## src/rtl/vga_timing_gen_if.sv

```systemverilog
// Raster/video bundle between the VGA timing generator, the game renderer and the DAC pins.
// master = timing generator side, slave = renderer/monitor side.
interface vga_timing_gen_if;
    logic [9:0] Xpos;
    logic [9:0] Ypos;
    logic       refresh;
    logic       R_in;
    logic       G_in;
    logic       B_in;
    logic       hsync;
    logic       vsync;
    logic       de;
    logic       vga_r;
    logic       vga_g;
    logic       vga_b;

    modport master (
        output Xpos, Ypos, refresh, hsync, vsync, de, vga_r, vga_g, vga_b,
        input  R_in, G_in, B_in
    );

    modport slave (
        input  Xpos, Ypos, refresh, hsync, vsync, de, vga_r, vga_g, vga_b,
        output R_in, G_in, B_in
    );
endinterface

```

## src/rtl/vga_timing_gen.sv

```systemverilog
// 640x480@60 VGA raster timing with 2-cycle matched sync/colour pipeline and a frame-divided game tick.
// Define VGA_REFRESH_DIV_EN to divide `refresh` by FRAMES_PER_TICK; otherwise it pulses every frame.
module vga_timing_gen #(
    parameter int H_SYNC          = 96,
    parameter int H_BP            = 48,
    parameter int H_ACTIVE        = 640,
    parameter int H_FP            = 16,
    parameter int V_SYNC          = 2,
    parameter int V_BP            = 33,
    parameter int V_ACTIVE        = 480,
    parameter int V_FP            = 10,
    parameter int FRAMES_PER_TICK = 6
) (
    input  logic              vga_clk,
    input  logic              rst_n,
    vga_timing_gen_if.master  vif
);
    localparam int H_TOTAL = H_SYNC + H_BP + H_ACTIVE + H_FP;
    localparam int V_TOTAL = V_SYNC + V_BP + V_ACTIVE + V_FP;

    localparam logic [9:0] H_LAST    = 10'(H_TOTAL - 1);
    localparam logic [9:0] V_LAST    = 10'(V_TOTAL - 1);
    localparam logic [9:0] H_SYNC_E  = 10'(H_SYNC);
    localparam logic [9:0] V_SYNC_E  = 10'(V_SYNC);
    localparam logic [9:0] H_ACT_B   = 10'(H_SYNC + H_BP);
    localparam logic [9:0] H_ACT_E   = 10'(H_SYNC + H_BP + H_ACTIVE);
    localparam logic [9:0] V_ACT_B   = 10'(V_SYNC + V_BP);
    localparam logic [9:0] V_ACT_E   = 10'(V_SYNC + V_BP + V_ACTIVE);

    if (FRAMES_PER_TICK < 1 || FRAMES_PER_TICK > 255) begin : g_bad_fpt
        $error("FRAMES_PER_TICK must be in 1..255");
    end

    logic [9:0] x_q, x_d, y_q, y_d;
    // Stage 1 holds sync as active-low pin levels so reset (1) means "not in sync".
    logic       hs1_q, hs1_d, vs1_q, vs1_d, act1_q, act1_d;
    logic       hs2_q, hs2_d, vs2_q, vs2_d, de2_q, de2_d;
    logic [2:0] rgb2_q, rgb2_d;
    logic       refresh_q, refresh_d;
    logic       tick;

    always_comb begin
        x_d = (x_q == H_LAST) ? 10'd0 : x_q + 10'd1;
        y_d = y_q;
        if (x_q == H_LAST) y_d = (y_q == V_LAST) ? 10'd0 : y_q + 10'd1;

        hs1_d  = ~(x_q < H_SYNC_E);
        vs1_d  = ~(y_q < V_SYNC_E);
        act1_d = (x_q >= H_ACT_B) && (x_q < H_ACT_E) && (y_q >= V_ACT_B) && (y_q < V_ACT_E);

        hs2_d  = hs1_q;
        vs2_d  = vs1_q;
        de2_d  = act1_q;
        rgb2_d = {vif.R_in, vif.G_in, vif.B_in} & {3{act1_q}};
    end

    // First front-porch line start: always inside vertical blanking.
    assign tick = (x_q == 10'd0) && (y_q == V_ACT_E);

`ifdef VGA_REFRESH_DIV_EN
    localparam logic [7:0] FPT_LAST = 8'(FRAMES_PER_TICK - 1);
    logic [7:0] fcnt_q, fcnt_d;

    always_comb begin
        fcnt_d    = fcnt_q;
        refresh_d = 1'b0;
        if (tick) begin
            fcnt_d    = (fcnt_q == FPT_LAST) ? 8'd0 : fcnt_q + 8'd1;
            refresh_d = (fcnt_q == FPT_LAST);
        end
    end

    always_ff @(posedge vga_clk) begin
        if (!rst_n) fcnt_q <= 8'd0;
        else        fcnt_q <= fcnt_d;
    end
`else
    always_comb begin
        refresh_d = tick;
    end
`endif

    always_ff @(posedge vga_clk) begin
        if (!rst_n) begin
            x_q       <= 10'd0;
            y_q       <= 10'd0;
            hs1_q     <= 1'b1;
            vs1_q     <= 1'b1;
            act1_q    <= 1'b0;
            hs2_q     <= 1'b1;
            vs2_q     <= 1'b1;
            de2_q     <= 1'b0;
            rgb2_q    <= 3'b000;
            refresh_q <= 1'b0;
        end else begin
            x_q       <= x_d;
            y_q       <= y_d;
            hs1_q     <= hs1_d;
            vs1_q     <= vs1_d;
            act1_q    <= act1_d;
            hs2_q     <= hs2_d;
            vs2_q     <= vs2_d;
            de2_q     <= de2_d;
            rgb2_q    <= rgb2_d;
            refresh_q <= refresh_d;
        end
    end

    assign vif.Xpos    = x_q;
    assign vif.Ypos    = y_q;
    assign vif.hsync   = hs2_q;
    assign vif.vsync   = vs2_q;
    assign vif.de      = de2_q;
    assign vif.vga_r   = rgb2_q[2];
    assign vif.vga_g   = rgb2_q[1];
    assign vif.vga_b   = rgb2_q[0];
    assign vif.refresh = refresh_q;
endmodule

```

## src/flat_wrapper.sv

```systemverilog
// flat-port wrapper written by rule: the top's interface ports become plain ports
module vga_timing_gen_flat 
#(
    parameter int H_SYNC          = 96,
    parameter int H_BP            = 48,
    parameter int H_ACTIVE        = 640,
    parameter int H_FP            = 16,
    parameter int V_SYNC          = 2,
    parameter int V_BP            = 33,
    parameter int V_ACTIVE        = 480,
    parameter int V_FP            = 10,
    parameter int FRAMES_PER_TICK = 6
)
  (vga_clk, rst_n, vif_Xpos, vif_Ypos, vif_refresh, vif_hsync, vif_vsync, vif_de, vif_vga_r, vif_vga_g, vif_vga_b, vif_R_in, vif_G_in, vif_B_in);
  vga_timing_gen_if vif_i ();
  input  logic vga_clk;
  input  logic rst_n;
  output wire logic [$bits(vif_i.Xpos)-1:0] vif_Xpos;
  output wire logic [$bits(vif_i.Ypos)-1:0] vif_Ypos;
  output wire logic [$bits(vif_i.refresh)-1:0] vif_refresh;
  output wire logic [$bits(vif_i.hsync)-1:0] vif_hsync;
  output wire logic [$bits(vif_i.vsync)-1:0] vif_vsync;
  output wire logic [$bits(vif_i.de)-1:0] vif_de;
  output wire logic [$bits(vif_i.vga_r)-1:0] vif_vga_r;
  output wire logic [$bits(vif_i.vga_g)-1:0] vif_vga_g;
  output wire logic [$bits(vif_i.vga_b)-1:0] vif_vga_b;
  input wire logic [$bits(vif_i.R_in)-1:0] vif_R_in;
  input wire logic [$bits(vif_i.G_in)-1:0] vif_G_in;
  input wire logic [$bits(vif_i.B_in)-1:0] vif_B_in;
  assign vif_Xpos = vif_i.Xpos;
  assign vif_Ypos = vif_i.Ypos;
  assign vif_refresh = vif_i.refresh;
  assign vif_hsync = vif_i.hsync;
  assign vif_vsync = vif_i.vsync;
  assign vif_de = vif_i.de;
  assign vif_vga_r = vif_i.vga_r;
  assign vif_vga_g = vif_i.vga_g;
  assign vif_vga_b = vif_i.vga_b;
  assign vif_i.R_in = vif_R_in;
  assign vif_i.G_in = vif_G_in;
  assign vif_i.B_in = vif_B_in;
  vga_timing_gen #(.H_SYNC(H_SYNC), .H_BP(H_BP), .H_ACTIVE(H_ACTIVE), .H_FP(H_FP), .V_SYNC(V_SYNC), .V_BP(V_BP), .V_ACTIVE(V_ACTIVE), .V_FP(V_FP), .FRAMES_PER_TICK(FRAMES_PER_TICK)) u_core (.vga_clk(vga_clk), .rst_n(rst_n), .vif(vif_i));
endmodule
```

## config.mk

```make
export PLATFORM = sky130hd
export DESIGN_NAME = vga_timing_gen_flat
export DESIGN_NICKNAME = d
export VERILOG_FILES = /design/src/rtl/vga_timing_gen_if.sv /design/src/rtl/vga_timing_gen.sv /design/src/flat_wrapper.sv
export SDC_FILE = /design/constraint.sdc
export NUM_CORES = 1
export LEC_CHECK = 0
export BUFFER_PORTS_ARGS = -buffer_cell sky130_fd_sc_hd__buf_2
export CAP_MARGIN = 25
export CORE_MARGIN = 2
export CORE_UTILIZATION = 45
export DETAILED_ROUTE_END_ITERATION = 7
export MAX_ROUTING_LAYER = met4
export PLACE_DENSITY = 0.72
export SYNTH_ARGS = -nofsm -noshare
export SYNTH_HDL_FRONTEND = slang
export SYNTH_SLANG_ARGS = --single-unit
```

## constraint.sdc

```tcl
create_clock -name vga_clk -period 1.7 [get_ports vga_clk]
set_input_delay 0.085 -clock vga_clk [delete_from_list [all_inputs] [get_ports vga_clk]]
set_output_delay 0.085 -clock vga_clk [all_outputs]
set_load 0.02 [all_outputs]
```

; ---- After elaboration in Yosys (flattened, before gate mapping)
; Cells that the tools add are included.
[classes]
addsub = 2
order_cmp = 6
n_eq_ne = 3
n_mux = 1
n_bitwise = 4
reduce_logical = 6
[op_table]
columns = operator, n
row1 = $eq 10x10->1 const B, 3
row2 = $add 10x1->10 const B, 2
row3 = $lt 10x10->1 const B, 2
row4 = $ge 10x6->1 const B, 1
row5 = $ge 10x8->1 const B, 1
row6 = $logic_not 10->1, 1
row7 = $lt 10x2->1 const B, 1
row8 = $lt 10x7->1 const B, 1
row9 = $mux 10, 1
row10 = $logic_and 1x1->1, 4
row11 = $and 3x3->3, 1
row12 = $not 1->1, 3
row13 = $reduce_or 2->1, 1
[word_totals]
register_bits = 30
inputBits = 5
output_inout_bits = 27
wordCells = 32

; ---- Logic depth before layout (Yosys ltp)
; Gate-level depths: netlist of run 1.
[depth]
ltp_word = 4
ltp_mapped = 5
depth_no_buf = 5

; ---- Worst setup path before layout of run 1
; No wires, ideal clock.
[synth_timing]
kind = reg-to-reg
start = reg u_core.x_q[0], in the netlist u_core.vif.Xpos[0]
end = reg u_core.y_q[7], in the netlist u_core.vif.Ypos[7]
setup_ns = 0.070
arrival_time_ns = 1.954
required_ns = 1.630
path_slack_ns = -0.324
path_stages_with_launch = 6
n_path_buf = 0
period_less_slack_ns = 2.024
path_cell_list = dfxtp_1 -> ha_1 -> nand4_2 -> or4_4 -> or3_1 -> a21oi_1
[synth_via]
elab_chain_cells = 1
[synth_rtl]
columns = element, line_no
row1 = "start, declared", vga_timing_gen.sv:34  ; logic [9:0] x_q, x_d, y_q, y_d;
row2 = "start signal, assigned", vga_timing_gen.sv:85  ; x_q <= 10'd0;
row3 = "start signal, assigned", vga_timing_gen.sv:96  ; x_q <= x_d;
row4 = $eq 10x10->1, vga_timing_gen.sv:45  ; if (x_q == H_LAST) y_d = (y_q == V_LAST) ? 10'd0 : y_q + 10'd1;
row5 = "end signal, assigned", vga_timing_gen.sv:97  ; y_q <= y_d;
row6 = "end, declared", vga_timing_gen.sv:34
; Every way passes these cells.
; A chain may end at the register's enable or synchronous reset.

; ---- Worst setup path in the final report of run 1
[layout_timing]
start = reg u_core.x_q[1], in the netlist u_core.vif.Xpos[1]
end = reg u_core.y_q[9], in the netlist u_core.vif.Ypos[9]
; The elaborated chain is that of the path after synthesis.

==> metrics.json, run 1 <==
{
  "nets": {"value": 218},
  "drive_above_1_share": {"value": 0.400},
  "seqPwrFrac": {"value": 0.579},
  "number_of_rows_in_the_core_area": {"value": 19},
  "min_cycle_time_layout": {"value": 1.69, "unit": "ns"},
  "net-switching-power": {"value": 0.296, "unit": "mW"},
  "worst_margin_pin_slew": {"value": 0.377, "unit": "ns"},
  "synth_warnings": {"value": 0},
  "worst_path_required_time": {"value": 1.97, "unit": "ns"},
  "share_comb_of_total_power": {"value": 0.067},
  "cpMaxStageDelayCell": {"value": "or4_4"},
  "drtAntennaViolNets": {"value": 0},
  "die_height": {"value": 58.5, "unit": "um"},
  "antenna_found_initial": {"value": 0},
  "switching_share": {"value": 0.237},
  "ir_worst_vdd": {"value": 0.000678, "unit": "V"},
  "viasPerCell": {"value": 5.28},
  "final_core_utilization": {"value": 0.666},
  "ctsRootBufferMaster": {"value": "clkbuf_4"},
  "wire_length_of_the_first_global_routing_pass": {"value": 5370, "unit": "um"},
  "starting_utilization_of_the_core_area": {"value": 0.480},
  "finalHoldViolCount": {"value": 0},
  "grt-ovfl-total": {"value": 0},
  "grt_setup_unrepaired": {"value": "true"},
  "fmax": {"value": 0.593, "unit": "GHz"},
  "grt.total_usage": {"value": 0.217},
  "tritoncts": {"value": "yes"},
  "drt_first_pass_iters": {"value": 4},
  "critPathCaptureType": {"value": "flop"},
  "power.density_cell_area": {"value": 675, "unit": "nW/um^2"},
  "multiInputGateArea": {"value": 724, "unit": "sq um"},
  "cts_made_buffers": {"value": 5},
  "cellInternalPower": {"value": 0.955, "unit": "mW"},
  "clock_latency": {"value": 0.33, "unit": "ns"},
  "hold_class": {"value": "input port to flop"},
  "clock_tree.htree_level_count": {"value": 2},
  "synth_sequential_area_ratio": {"value": 0.449},
  "regArea": {"value": 619, "unit": "sq um"},
  "hpwlAfterDp": {"value": 2290, "unit": "um"},
  "detail_route.iter0.violations": {"value": 44},
  "cts.reportedPaths.clkPinSlew": {"value": 0.09, "unit": "ns"},
  "total_setup_violations_reported_at_the_end_of_the_flow": {"value": 0},
  "fp.dieArea": {"value": 3420, "unit": "sq um"},
  "syn-num-nets": {"value": 155},
  "placement.io_buffers": {"value": 31},
  "num-fill-cells": {"value": 234},
  "worstSetupStartpointType": {"value": "flop"},
  "layout-area-overhead-vs-synth": {"value": 38.7, "unit": "%"},
  "report.final.slew_viol_count": {"value": 0},
  "synthesis_stage_register_bit_count": {"value": 30},
  "insertedDiodeCount": {"value": 0},
  "netlist-cell-type-count": {"value": 32},
  "outcome": {"value": "complete, no violations"},
  "synthesis.area_per_instance": {"value": 9.15, "unit": "sq um"},
  "dpl.cell_count": {"value": 223},
  "largest_net_degree_at_the_start_of_global_routing": {"value": 17},
  "area_of_the_mapped_netlist": {"value": 1340, "unit": "sq um"},
  "io_pins": {"value": 32},
  "p_leak": {"value": 0.822, "unit": "nW"},
  "drc": {"value": 0},
  "cp_cell_sequence": {"value": "ha_4 -> nand4_4 -> or4_4 -> or3_1 -> a21oi_1"},
  "synthesis.instances": {"value": 146},
  "setup.worst_path.class": {"value": "flop to flop"},
  "finClkSkew": {"value": 0.00635, "unit": "ns"},
  "wire_length_per_cell": {"value": 14.0, "unit": "um"},
  "clock-sinks": {"value": 30},
  "die_width": {"value": 58.5, "unit": "um"},
  "place.gp.congestion": {"value": 0.887},
  "grt_pass1_vias": {"value": 1190},
  "critical_path_peak_fanout": {"value": 4},
  "p_clk_frac": {"value": 0.354},
  "fp.coreArea": {"value": 2780, "unit": "sq um"},
  "max-clock-path-buffers": {"value": 2},
  "dr_total_vias": {"value": 1273},
  "worst_ep_arrival_time": {"value": 1.95, "unit": "ns"},
  "layout.cells.non_filler": {"value": 241},
  "final_period_util": {"value": 0.992},
  "slew_headroom": {"value": 0.747},
  "cap_viol_max_count": {"value": 0},
  "wirelength": {"value": 3360, "unit": "um"},
  "critical-path-max-stage-delay": {"value": 0.55, "unit": "ns"}
}
stage by stage:
step / power [mW] / setup TNS (ns) / hold slack (ns) / cell area (sq um) / setup slack [ns]
finish: 1.25 / 0 / 0.148 / 1850 / 0.0132
global route: 1.30 / -0.0399 / 0.142 / 1850 / -0.0266
CTS: 1.25 / 0 / 0.136 / 1810 / 0.0390
detailed placement: 0.806 / -0.0403 / 0.332 / 1700 / -0.0143
global placement: 0.805 / 0 / 0.320 / 1700 / 0.0461
floorplan: 0.780 / 0 / 0.158 / 1390 / 0.00549
sequential cells by signal, indices dropped and copies added (netlist names):
register	flops
u_core.vif.Xpos	10
u_core.vif.Ypos	10
u_core.rgb2_q	3
u_core.act1_q	1
u_core.hs1_q	1
u_core.vif.de	1
u_core.vif.hsync	1
u_core.vif.refresh	1
u_core.vif.vsync	1
u_core.vs1_q	1
final timing paths:
path                                    startpoint            endpoint  slack, ns  cells after the start
worst max-delay path            u_core.vif.Xpos[1]  u_core.vif.Ypos[9]       0.01                      5
worst min-delay path                         rst_n  u_core.vif.refresh       0.15                      3
worst max register to register  u_core.vif.Xpos[1]  u_core.vif.Ypos[9]       0.01                      5
worst min register to register        u_core.hs1_q    u_core.vif.hsync       0.42                      1
cells in the mapped netlist:
| library cell | number | share of area |
|---|---|---|
| a211o_1 | 1 | 0.0066 |
| a21oi_1 | 2 | 0.0075 |
| a31oi_1 | 1 | 0.0047 |
| and2_1 | 4 | 0.019 |
| and3_1 | 5 | 0.023 |
| buf_2 | 1 | 0.0037 |
| clkbuf_1 | 4 | 0.011 |
| dfxtp_1 | 30 | 0.45 |
| ha_1 | 4 | 0.037 |
| inv_1 | 6 | 0.017 |
| mux2i_1 | 1 | 0.0075 |
| nand2_1 | 5 | 0.014 |
| nand2b_1 | 5 | 0.023 |
| nand3_1 | 9 | 0.034 |
| nand3b_1 | 2 | 0.011 |
| nand4_1 | 4 | 0.019 |
| nand4_2 | 1 | 0.0094 |
| nand4bb_4 | 1 | 0.021 |
| nor2_1 | 20 | 0.056 |
| nor2b_1 | 1 | 0.0047 |
| nor3_1 | 5 | 0.019 |
| nor4_1 | 7 | 0.033 |
| o211ai_1 | 1 | 0.0056 |
| o21ai_0 | 3 | 0.011 |
| o22ai_1 | 1 | 0.0047 |
| o31ai_4 | 1 | 0.016 |
| or3_1 | 4 | 0.019 |
| or3_2 | 1 | 0.0056 |
| or4_4 | 1 | 0.0084 |
| or4b_2 | 1 | 0.0075 |
| xnor2_1 | 10 | 0.066 |
| xor2_1 | 4 | 0.026 |
power by group through the flow:
stage	logic, mW	clock network, mW	registers (mW)
floorplan	0.0306	0	0.750
global route	0.0924	0.477	0.726
detailed placement	0.0638	0	0.742
CTS	0.0729	0.447	0.725
finish	0.0833	0.443	0.724
global placement	0.0648	0	0.740
layout make-up:
class / instances / share of cell area
Timing Repair Buffer: 61 / 0.209
Multi-Input combinational cell: 105 / 0.391
Inverter: 6 / 0.0122
Sequential cell: 30 / 0.334
Clock inverter: 1 / 0.00270
Clock buffer: 7 / 0.0297
Tap cell: 31 / 0.0209
cells in the final DEF, fill, tap and decap left out, drive strengths merged, types with 6 or more instances in the layout:
master  count
buf        58
clkbuf      7
dfxtp      30
inv         6
nand3       9
nor2       20
nor4        7
xnor2      10
critical path, delay by kind of cell, from the launching register on:
kind,cells,cell delay [ns]
adders and majority gates,1,0.16
and+or+nand+nor,3,0.97
AOI/OAI and AO/OA,1,0.12
DFF,1,0.38
layer usage:
| metal | routed length, um | vias up | GRT usage |
|---|---|---|---|
| met5 | 0 | - | - |
| met4 | 65 | 0 | 0.103 |
| met3 | 157 | 6 | 0.0571 |
| met2 | 1650 | 36 | 0.345 |
| met1 | 1500 | 597 | 0.254 |
| li1 | - | 634 | - |
cells by family (layout without fill, tap and decap cells):
logic type,count (synthesis),after routing,share of synthesized area
adder cells (fa/ha/maj),4,4,0.0375
multiplexers,1,1,0.00749
AND/OR/NAND/NOR,76,76,0.326
buffers and inverters,11,75,0.0318
flip-flops,30,30,0.449
XOR/XNOR,14,14,0.0918
AO/OA/AOI/OAI,10,10,0.0562
timing repair:
action,CTS,global route
hold endpoints to repair,3,0
pin swaps,1,5
endpoints found under the setup margin,6,3
setup buffers,2,5
gates resized for setup,1,2
hold buffers,3,0
(Power assumes the default switching activity.)
==> inputs of run 2 (changes only) <==
==> constraint.sdc (replaced) <==
create_clock -name vga_clk -period 1.4 [get_ports vga_clk]
set_input_delay 0.07 -clock vga_clk [delete_from_list [all_inputs] [get_ports vga_clk]]
set_output_delay 0.07 -clock vga_clk [all_outputs]
set_load 0.02 [all_outputs]
==> run 2 against run 1 <==
Against the previous run:
- the run now ends with setup timing left
- flip-flop and latch count stayed put
- cell count is 7.5% higher
- sequential share of layout area is 4.3 points lower
- hold slack worse by 0.033 ns
- fmax is 0.68% higher
- clock power is 89% higher
- clock-buffer cell count stayed put
- setup slack worse by 0.29 ns
- non-clock buffer count is 18 higher
- largest power group unchanged
- highest routed layer unchanged
==> metrics.json, run 2 (synthesis results as in run 1) <==
{
  "grt_setup_unrepaired": {"value": "true"},
  "worst_margin_pin_slew": {"value": 0.332, "unit": "ns", "change": "-0.0448 ns"},
  "outcome": {"value": "finished with violations"},
  "max-clock-path-buffers": {"value": 2, "change": "unchanged"},
  "finalHoldViolCount": {"value": 0, "change": "unchanged"},
  "finClkSkew": {"value": 0.0110, "unit": "ns", "change": "+0.00466 ns"},
  "switching_share": {"value": 0.204, "change": "-0.0324"},
  "antenna_found_initial": {"value": 0, "change": "unchanged"},
  "worstSetupStartpointType": {"value": "flop"},
  "io_pins": {"value": 32, "change": "unchanged"},
  "grt_pass1_vias": {"value": 1343, "change": "+13%"},
  "place.gp.congestion": {"value": 0.820, "change": "-7.6%"},
  "fp.coreArea": {"value": 2780, "unit": "sq um", "change": "unchanged"},
  "insertedDiodeCount": {"value": 0, "change": "unchanged"},
  "largest_net_degree_at_the_start_of_global_routing": {"value": 17, "change": "unchanged"},
  "fp.dieArea": {"value": 3420, "unit": "sq um", "change": "unchanged"},
  "grt-ovfl-total": {"value": 0, "change": "unchanged"},
  "detail_route.iter0.violations": {"value": 40, "change": "-9.1%"},
  "critical_path_peak_fanout": {"value": 2, "change": "-2"},
  "share_comb_of_total_power": {"value": 0.062, "change": "-0.005"},
  "die_height": {"value": 58.5, "unit": "um", "change": "unchanged"},
  "most_common_library_cell_in_the_layout_ignoring_fill_and_taps": {"value": "buf_4"},
  "grt.total_usage": {"value": 0.239, "change": "+0.0217"},
  "clock_latency": {"value": 0.34, "unit": "ns", "change": "about the same"},
  "viasPerCell": {"value": 5.32, "change": "+0.73%"},
  "tritoncts": {"value": "yes"},
  "report.final.slew_viol_count": {"value": 0, "change": "unchanged"},
  "reg2reg_slack": {"value": -0.28, "unit": "ns", "change": "-0.29 ns"},
  "p_leak": {"value": 0.961, "unit": "nW", "change": "+17%"},
  "startpoint_of_the_worst_register_to_register_path": {"value": "u_core.vif.Xpos[5]"},
  "seqPwrFrac": {"value": 0.478, "change": "-0.101"},
  "ff2ff_path_depth": {"value": 6, "change": "+1"},
  "worstReg2RegEnd": {"value": "u_core.vif.Xpos[1]"},
  "ir_worst_vdd": {"value": 0.00142, "unit": "V", "change": "+110%"},
  "layout-area-overhead-vs-synth": {"value": 60.9, "unit": "%"},
  "violations": {"value": "setup timing"},
  "worst_path_required_time": {"value": 1.64, "unit": "ns", "change": "-0.33 ns"},
  "starting_utilization_of_the_core_area": {"value": 0.480, "change": "unchanged"},
  "critPathCaptureType": {"value": "flop"},
  "setup.worst_path.class": {"value": "flop to flop"},
  "hold_class": {"value": "input port to flop"},
  "fmax": {"value": 0.597, "unit": "GHz", "change": "+0.68%"},
  "setup_slack": {"value": -0.275, "unit": "ns", "change": "-0.289 ns"},
  "clock_tree.htree_level_count": {"value": 2, "change": "unchanged"},
  "slew_headroom": {"value": 0.777, "change": "+0.0301"},
  "cellInternalPower": {"value": 1.45, "unit": "mW", "change": "+52%"},
  "placement.io_buffers": {"value": 31, "change": "unchanged"},
  "power.density_cell_area": {"value": 849, "unit": "nW/um^2", "change": "+26%"},
  "hold_path_cells": {"value": 3, "change": "unchanged"},
  "wire_length_per_cell": {"value": 14.2, "unit": "um", "change": "+1.9%"},
  "place_ws": {"value": -0.295, "unit": "ns", "change": "-0.281 ns"},
  "dr_total_vias": {"value": 1378, "change": "+8.2%"},
  "cap_viol_max_count": {"value": 0, "change": "unchanged"},
  "ctsRootBufferMaster": {"value": "clkbuf_4"},
  "min_cycle_time_layout": {"value": 1.68, "unit": "ns", "change": "-0.0114 ns"},
  "drive_above_1_share": {"value": 0.509, "change": "+0.109"},
  "hold_path.startpoint": {"value": "rst_n"},
  "hold-path-endpoint": {"value": "u_core.vif.refresh"},
  "wirelength": {"value": 3680, "unit": "um", "change": "+9.5%"},
  "setup_total_negative_slack": {"value": -3.74, "unit": "ns", "change": "-3.74 ns"},
  "cts_made_buffers": {"value": 5, "change": "unchanged"},
  "p_clk_frac": {"value": 0.460, "change": "+0.106"},
  "die_width": {"value": 58.5, "unit": "um", "change": "unchanged"},
  "clock-sinks": {"value": 30, "change": "unchanged"},
  "final_period_util": {"value": 1.20, "change": "+0.204"},
  "most-common-layout-cells": {"value": "buf_4 (35), buf_2 (31), nor2_1 (20), dfxtp_1 (15), dfxtp_2 (12)"},
  "drt_first_pass_iters": {"value": 4, "change": "unchanged"},
  "wire_length_of_the_first_global_routing_pass": {"value": 5880, "unit": "um", "change": "+9.5%"},
  "nets": {"value": 236, "change": "+8.3%"},
  "net-switching-power": {"value": 0.373, "unit": "mW", "change": "+26%"},
  "final_total_pwr": {"value": 1.82, "unit": "mW", "change": "+46%"},
  "hpwlAfterDp": {"value": 2480, "unit": "um", "change": "+8.0%"},
  "drc": {"value": 0, "change": "unchanged"},
  "cts.reportedPaths.clkPinSlew": {"value": 0.10, "unit": "ns", "change": "about the same"},
  "drtAntennaViolNets": {"value": 0, "change": "unchanged"},
  "worst_ep_arrival_time": {"value": 1.91, "unit": "ns", "change": "-0.04 ns"},
  "number_of_rows_in_the_core_area": {"value": 19, "change": "unchanged"},
  "total_setup_violations_reported_at_the_end_of_the_flow": {"value": 17, "change": "+17"}
}
[run 2: repair_timing]
item / 4_1_cts / 5_1_grt
setup endpoints to repair: 20 / 20
gates cloned: 0 / 0
pin swaps: 6 / 6
hold buffers: 3 / 0
resized for setup: 16 / 13
hold endpoints to repair: 3 / 0
buffers inserted: 2 / 3
[run 2: cell type report]
cell class | count | area (sq um)
Clock inverter | 1 | 30.0
Timing Repair Buffer | 79 | 561
Sequential cell | 30 | 627
Inverter | 6 | 22.5
Fill cell | 201 | 632
Tap cell | 31 | 38.8
Multi-Input combinational cell | 105 | 795
Clock buffer | 7 | 76.3
[run 2: power by group through the flow]
| stage | Clock [mW] | Sequential [mW] | Combinational, mW |
|---|---|---|---|
| finish | 0.839 | 0.873 | 0.113 |
| detailed placement | 0 | 0.893 | 0.0967 |
| CTS | 0.855 | 0.873 | 0.111 |
| floorplan | 0 | 0.908 | 0.0372 |
| global placement | 0 | 0.892 | 0.0968 |
| global route | 0.904 | 0.875 | 0.124 |
[run 2: critical path, cell delays in order, from the launching register on]
cell and delay (ns):
dfxtp_4 0.36, nand4bb_4 0.22, buf_4 0.16, or3_4 0.39, buf_4 0.15, buf_6 0.12, and3_1 0.18
[run 2: per-layer routing]
metal	vias up	track usage	part of all wire	wire length (um)
li1	671	-	-	-
met3	4	0.0769	0.056	207
met5	-	-	0	0
met4	0	0.103	0.012	44
met1	662	0.269	0.42	1560
met2	41	0.387	0.51	1870
[run 2: how the worst max path moves through the flow]
stage / startpoint / endpoint / cells after the start
3_5_place_dp: u_core.vif.Xpos[5] / u_core.vif.Ypos[9] / 4
5_1_grt: u_core.vif.Xpos[5] / u_core.vif.Ypos[6] / 6
6_report: u_core.vif.Xpos[5] / u_core.vif.Xpos[1] / 6
3_3_place_gp: u_core.vif.Xpos[5] / u_core.vif.Ypos[7] / 4
4_1_cts: u_core.vif.Xpos[5] / u_core.vif.Ypos[9] / 4
2_1_floorplan: u_core.vif.Xpos[5] / u_core.vif.Ypos[7] / 4
[run 2: per-stage QoR]
step / cell area, sq um / instances / utilization / hold slack, ns
floorplan: 1400 / 146 / - / 0.143
global placement: 1860 / 244 / 0.670 / 0.306
detailed placement: 1860 / 244 / 0.670 / 0.308
CTS: 2080 / 257 / 0.749 / 0.101
global route: 2150 / 259 / 0.773 / 0.0950
finish: 2150 / 259 / 0.773 / 0.115
==> inputs of run 3 (changes only) <==
--- a/config.mk
+++ b/config.mk
@@ -8,10 +8,10 @@
 export BUFFER_PORTS_ARGS = -buffer_cell sky130_fd_sc_hd__buf_2
 export CAP_MARGIN = 25
 export CORE_MARGIN = 2
-export CORE_UTILIZATION = 45
+export CORE_UTILIZATION = 47
 export DETAILED_ROUTE_END_ITERATION = 7
 export MAX_ROUTING_LAYER = met4
-export PLACE_DENSITY = 0.72
+export PLACE_DENSITY = 0.74
 export SYNTH_ARGS = -nofsm -noshare
 export SYNTH_HDL_FRONTEND = slang
 export SYNTH_SLANG_ARGS = --single-unit
==> run 3 against run 2 <==
Against the previous run:
- the run still ends with setup timing left
- sequential share of layout area down 0.18 points
- utilization up 2.0 points
- hold slack better by 0.0044 ns
- design area up 0.82%
- first-iteration DRC count up 110%
- via count up 2.1%
- setup slack better by 0.0072 ns
- die area down 4.0%
- sequential power about the same
- critical path type unchanged
==> metrics.json, run 3 (synthesis results as in run 1) <==
{
  "startpoint_of_the_worst_register_to_register_path": {"value": "u_core.vif.Xpos[5]"},
  "groute.layer.met2.usage": {"value": 0.394, "change": "+0.00725"},
  "fp.coreArea": {"value": 2730, "unit": "sq um", "change": "-1.7%"},
  "wire_length_per_cell": {"value": 16.1, "unit": "um", "change": "+13%"},
  "die_height": {"value": 57.3, "unit": "um", "change": "-2.0%"},
  "seqPwrFrac": {"value": 0.540, "change": "+0.062"},
  "clock-sinks": {"value": 30, "change": "unchanged"},
  "tritoncts": {"value": "yes"},
  "grt_pass1_vias": {"value": 1326, "change": "-1.3%"},
  "hold_class": {"value": "input port to flop"},
  "io_pins": {"value": 32, "change": "unchanged"},
  "report.final.slew_viol_count": {"value": 0, "change": "unchanged"},
  "global_route.usage.met1": {"value": 0.278, "change": "+0.00908"},
  "worst_ep_arrival_time": {"value": 1.90, "unit": "ns", "change": "about the same"},
  "layout-area-overhead-vs-synth": {"value": 62.2, "unit": "%"},
  "clock_tree.htree_level_count": {"value": 2, "change": "unchanged"},
  "multiInputGateArea": {"value": 863, "unit": "sq um", "change": "+8.7%"},
  "min_cycle_time_layout": {"value": 1.67, "unit": "ns", "change": "-0.00716 ns"},
  "switching_share": {"value": 0.246, "change": "+0.0416"},
  "insertedDiodeCount": {"value": 0, "change": "unchanged"},
  "most-common-layout-cells": {"value": "buf_4 (34), buf_2 (31), dfxtp_1 (14), dfxtp_2 (13), nor2_1 (12)"},
  "ir_worst_vdd": {"value": 0.000733, "unit": "V", "change": "-48%"},
  "place.gp.congestion": {"value": 0.858, "change": "+4.6%"},
  "num-fill-cells": {"value": 169, "change": "-16%"},
  "layout.cells.non_filler": {"value": 257, "change": "-0.77%"},
  "global_route.peak_usage_layer": {"value": "met2"},
  "nets": {"value": 234, "change": "-0.85%"},
  "viasPerCell": {"value": 5.47, "change": "+2.9%"},
  "starting_utilization_of_the_core_area": {"value": 0.489, "change": "+0.00836"},
  "grt.total_usage": {"value": 0.249, "change": "+0.0103"},
  "worstSetupStartpointType": {"value": "flop"},
  "grt_setup_unrepaired": {"value": "true"},
  "max-clock-path-buffers": {"value": 2, "change": "unchanged"},
  "setup_slack": {"value": -0.268, "unit": "ns", "change": "+0.00716 ns"},
  "ctsRootBufferMaster": {"value": "clkbuf_4"},
  "outcome": {"value": "finished with violations"},
  "cp_cell_sequence": {"value": "nand4bb_4 -> or4_4 -> buf_6 -> o21ai_0 -> a21oi_1"},
  "worst_margin_pin_slew": {"value": 0.433, "unit": "ns", "change": "+0.102 ns"},
  "dpl.cell_count": {"value": 244, "change": "unchanged"},
  "cellInternalPower": {"value": 1.22, "unit": "mW", "change": "-16%"},
  "largest_net_degree_at_the_start_of_global_routing": {"value": 17, "change": "unchanged"},
  "die_width": {"value": 57.3, "unit": "um", "change": "-2.0%"},
  "cap_viol_max_count": {"value": 0, "change": "unchanged"},
  "finalHoldViolCount": {"value": 0, "change": "unchanged"},
  "grt-ovfl-total": {"value": 0, "change": "unchanged"},
  "drt_first_pass_iters": {"value": 4, "change": "unchanged"},
  "net-switching-power": {"value": 0.398, "unit": "mW", "change": "+6.7%"},
  "dr_total_vias": {"value": 1407, "change": "+2.1%"},
  "detail_route.iter0.violations": {"value": 84, "change": "+110%"},
  "final_core_utilization": {"value": 0.793, "change": "+0.0198"},
  "critical-path-max-stage-delay": {"value": 0.55, "unit": "ns", "change": "+0.16 ns"},
  "drtAntennaViolNets": {"value": 0, "change": "unchanged"},
  "hpwlAfterDp": {"value": 2430, "unit": "um", "change": "-1.8%"},
  "number_of_rows_in_the_core_area": {"value": 19, "change": "unchanged"},
  "cpMaxStageDelayCell": {"value": "or4_4"},
  "drive_above_1_share": {"value": 0.549, "change": "+0.0399"},
  "critical_path.startpoint": {"value": "u_core.vif.Xpos[5]"},
  "clock_latency": {"value": 0.34, "unit": "ns", "change": "about the same"},
  "final_total_pwr": {"value": 1.62, "unit": "mW", "change": "-11%"},
  "p_clk_frac": {"value": 0.383, "change": "-0.077"},
  "critPathCaptureType": {"value": "flop"},
  "hold_path.startpoint": {"value": "rst_n"},
  "p_leak": {"value": 0.943, "unit": "nW", "change": "-1.9%"},
  "fp.dieArea": {"value": 3290, "unit": "sq um", "change": "-4.0%"},
  "fmax": {"value": 0.599, "unit": "GHz", "change": "+0.43%"},
  "slew_headroom": {"value": 0.708, "change": "-0.0683"},
  "power.density_cell_area": {"value": 746, "unit": "nW/um^2", "change": "-12%"},
  "wire_length_of_the_first_global_routing_pass": {"value": 5980, "unit": "um", "change": "+1.8%"},
  "fin_hold_ws": {"value": 0.119, "unit": "ns", "change": "+0.00439 ns"},
  "placement.io_buffers": {"value": 31, "change": "unchanged"},
  "worst_path_required_time": {"value": 1.63, "unit": "ns", "change": "about the same"},
  "finClkSkew": {"value": 0.00594, "unit": "ns", "change": "-0.00508 ns"},
  "use_met3": {"value": 0.0680, "change": "-0.00890"},
  "setup.worst_path.class": {"value": "flop to flop"},
  "critical_path_peak_fanout": {"value": 3, "change": "+1"},
  "most_common_library_cell_in_the_layout_ignoring_fill_and_taps": {"value": "buf_4"},
  "regArea": {"value": 628, "unit": "sq um", "change": "+0.20%"},
  "wirelength": {"value": 4130, "unit": "um", "change": "+12%"},
  "total_setup_violations_reported_at_the_end_of_the_flow": {"value": 18, "change": "+1"},
  "violations": {"value": "setup timing"},
  "cts.reportedPaths.clkPinSlew": {"value": 0.10, "unit": "ns", "change": "about the same"},
  "placed_area": {"value": 1860, "unit": "sq um", "change": "unchanged"},
  "final_period_util": {"value": 1.19, "change": "-0.00511"},
  "antenna_found_initial": {"value": 0, "change": "unchanged"},
  "drc": {"value": 0, "change": "unchanged"},
  "share_comb_of_total_power": {"value": 0.077, "change": "+0.015"},
  "cts_made_buffers": {"value": 5, "change": "unchanged"},
  "stdcell_area": {"value": 2170, "unit": "sq um", "change": "+0.82%"}
}
==> run 3: changes by cell type in the layout (fill, tap and decap cells not counted), moves of 2 or more <==
cell      previous run  this run
clkinv_2             0         2
nor2_1              20        12
nor4_4               0         2
nor2_2               0         4
nor2_4               0         4
==> run 3: routing by layer <==
layer  up-vias  routed length [um]
li1        662                   -
met1       680                1610
met2        48                2230
met3        17                 157
met4         0                 131
met5         -                   0
==> run 3: timing repair <==
| action | 4_1_cts | 5_1_grt |
|---|---|---|
| pin swaps | 7 | 15 |
| setup endpoints to repair | 21 | 20 |
| buffers inserted | 2 | 2 |
| hold buffers | 3 | 0 |
| endpoints found under the hold margin | 3 | 0 |
| gates cloned | 0 | 0 |
| gates resized for setup | 17 | 27 |
==> run 3: stage by stage <==
stage	TNS (ns)	setup slack [ns]
after floorplan	-3.16	-0.294
after global placement	-2.61	-0.198
after detailed placement	-3.15	-0.242
after CTS	-2.29	-0.230
after global routing	-3.95	-0.318
final	-3.15	-0.268
==> run 3: cell type report <==
class,count,area share
multi-input combinational,105,0.398
tap,31,0.0179
sequential,30,0.290
clock buffer,6,0.0289
timing repair buffer,77,0.250
inverter,6,0.0104
clock inverter,2,0.00462
==> run 3: worst paths after layout <==
| path | endpoint | slack (ns) | cells after the start |
|---|---|---|---|
| worst min register to register | u_core.vif.hsync | 0.42 | 1 |
| worst max register to register | u_core.vif.Ypos[9] | -0.27 | 5 |
| worst min-delay path | u_core.vif.refresh | 0.12 | 3 |
| worst max-delay path | u_core.vif.Ypos[9] | -0.27 | 5 |
==> run 3: power by group through the flow <==
stage / sequential (mW) / combinational (mW) / clock (mW)
after floorplan: 0.908 / 0.0372 / 0
after global placement: 0.892 / 0.0964 / 0
after detailed placement: 0.893 / 0.0995 / 0
after CTS: 0.873 / 0.111 / 0.623
after global routing: 0.874 / 0.133 / 0.657
final: 0.873 / 0.124 / 0.620
==> run 3: worst max-delay path: cells and delay by family (launching register included) <==
kind | cells | cell delay, ns
AO/OA/AOI/OAI | 2 | 0.27
flip-flops | 1 | 0.36
buffers and inverters | 1 | 0.15
AND/OR/NAND/NOR | 2 | 0.79
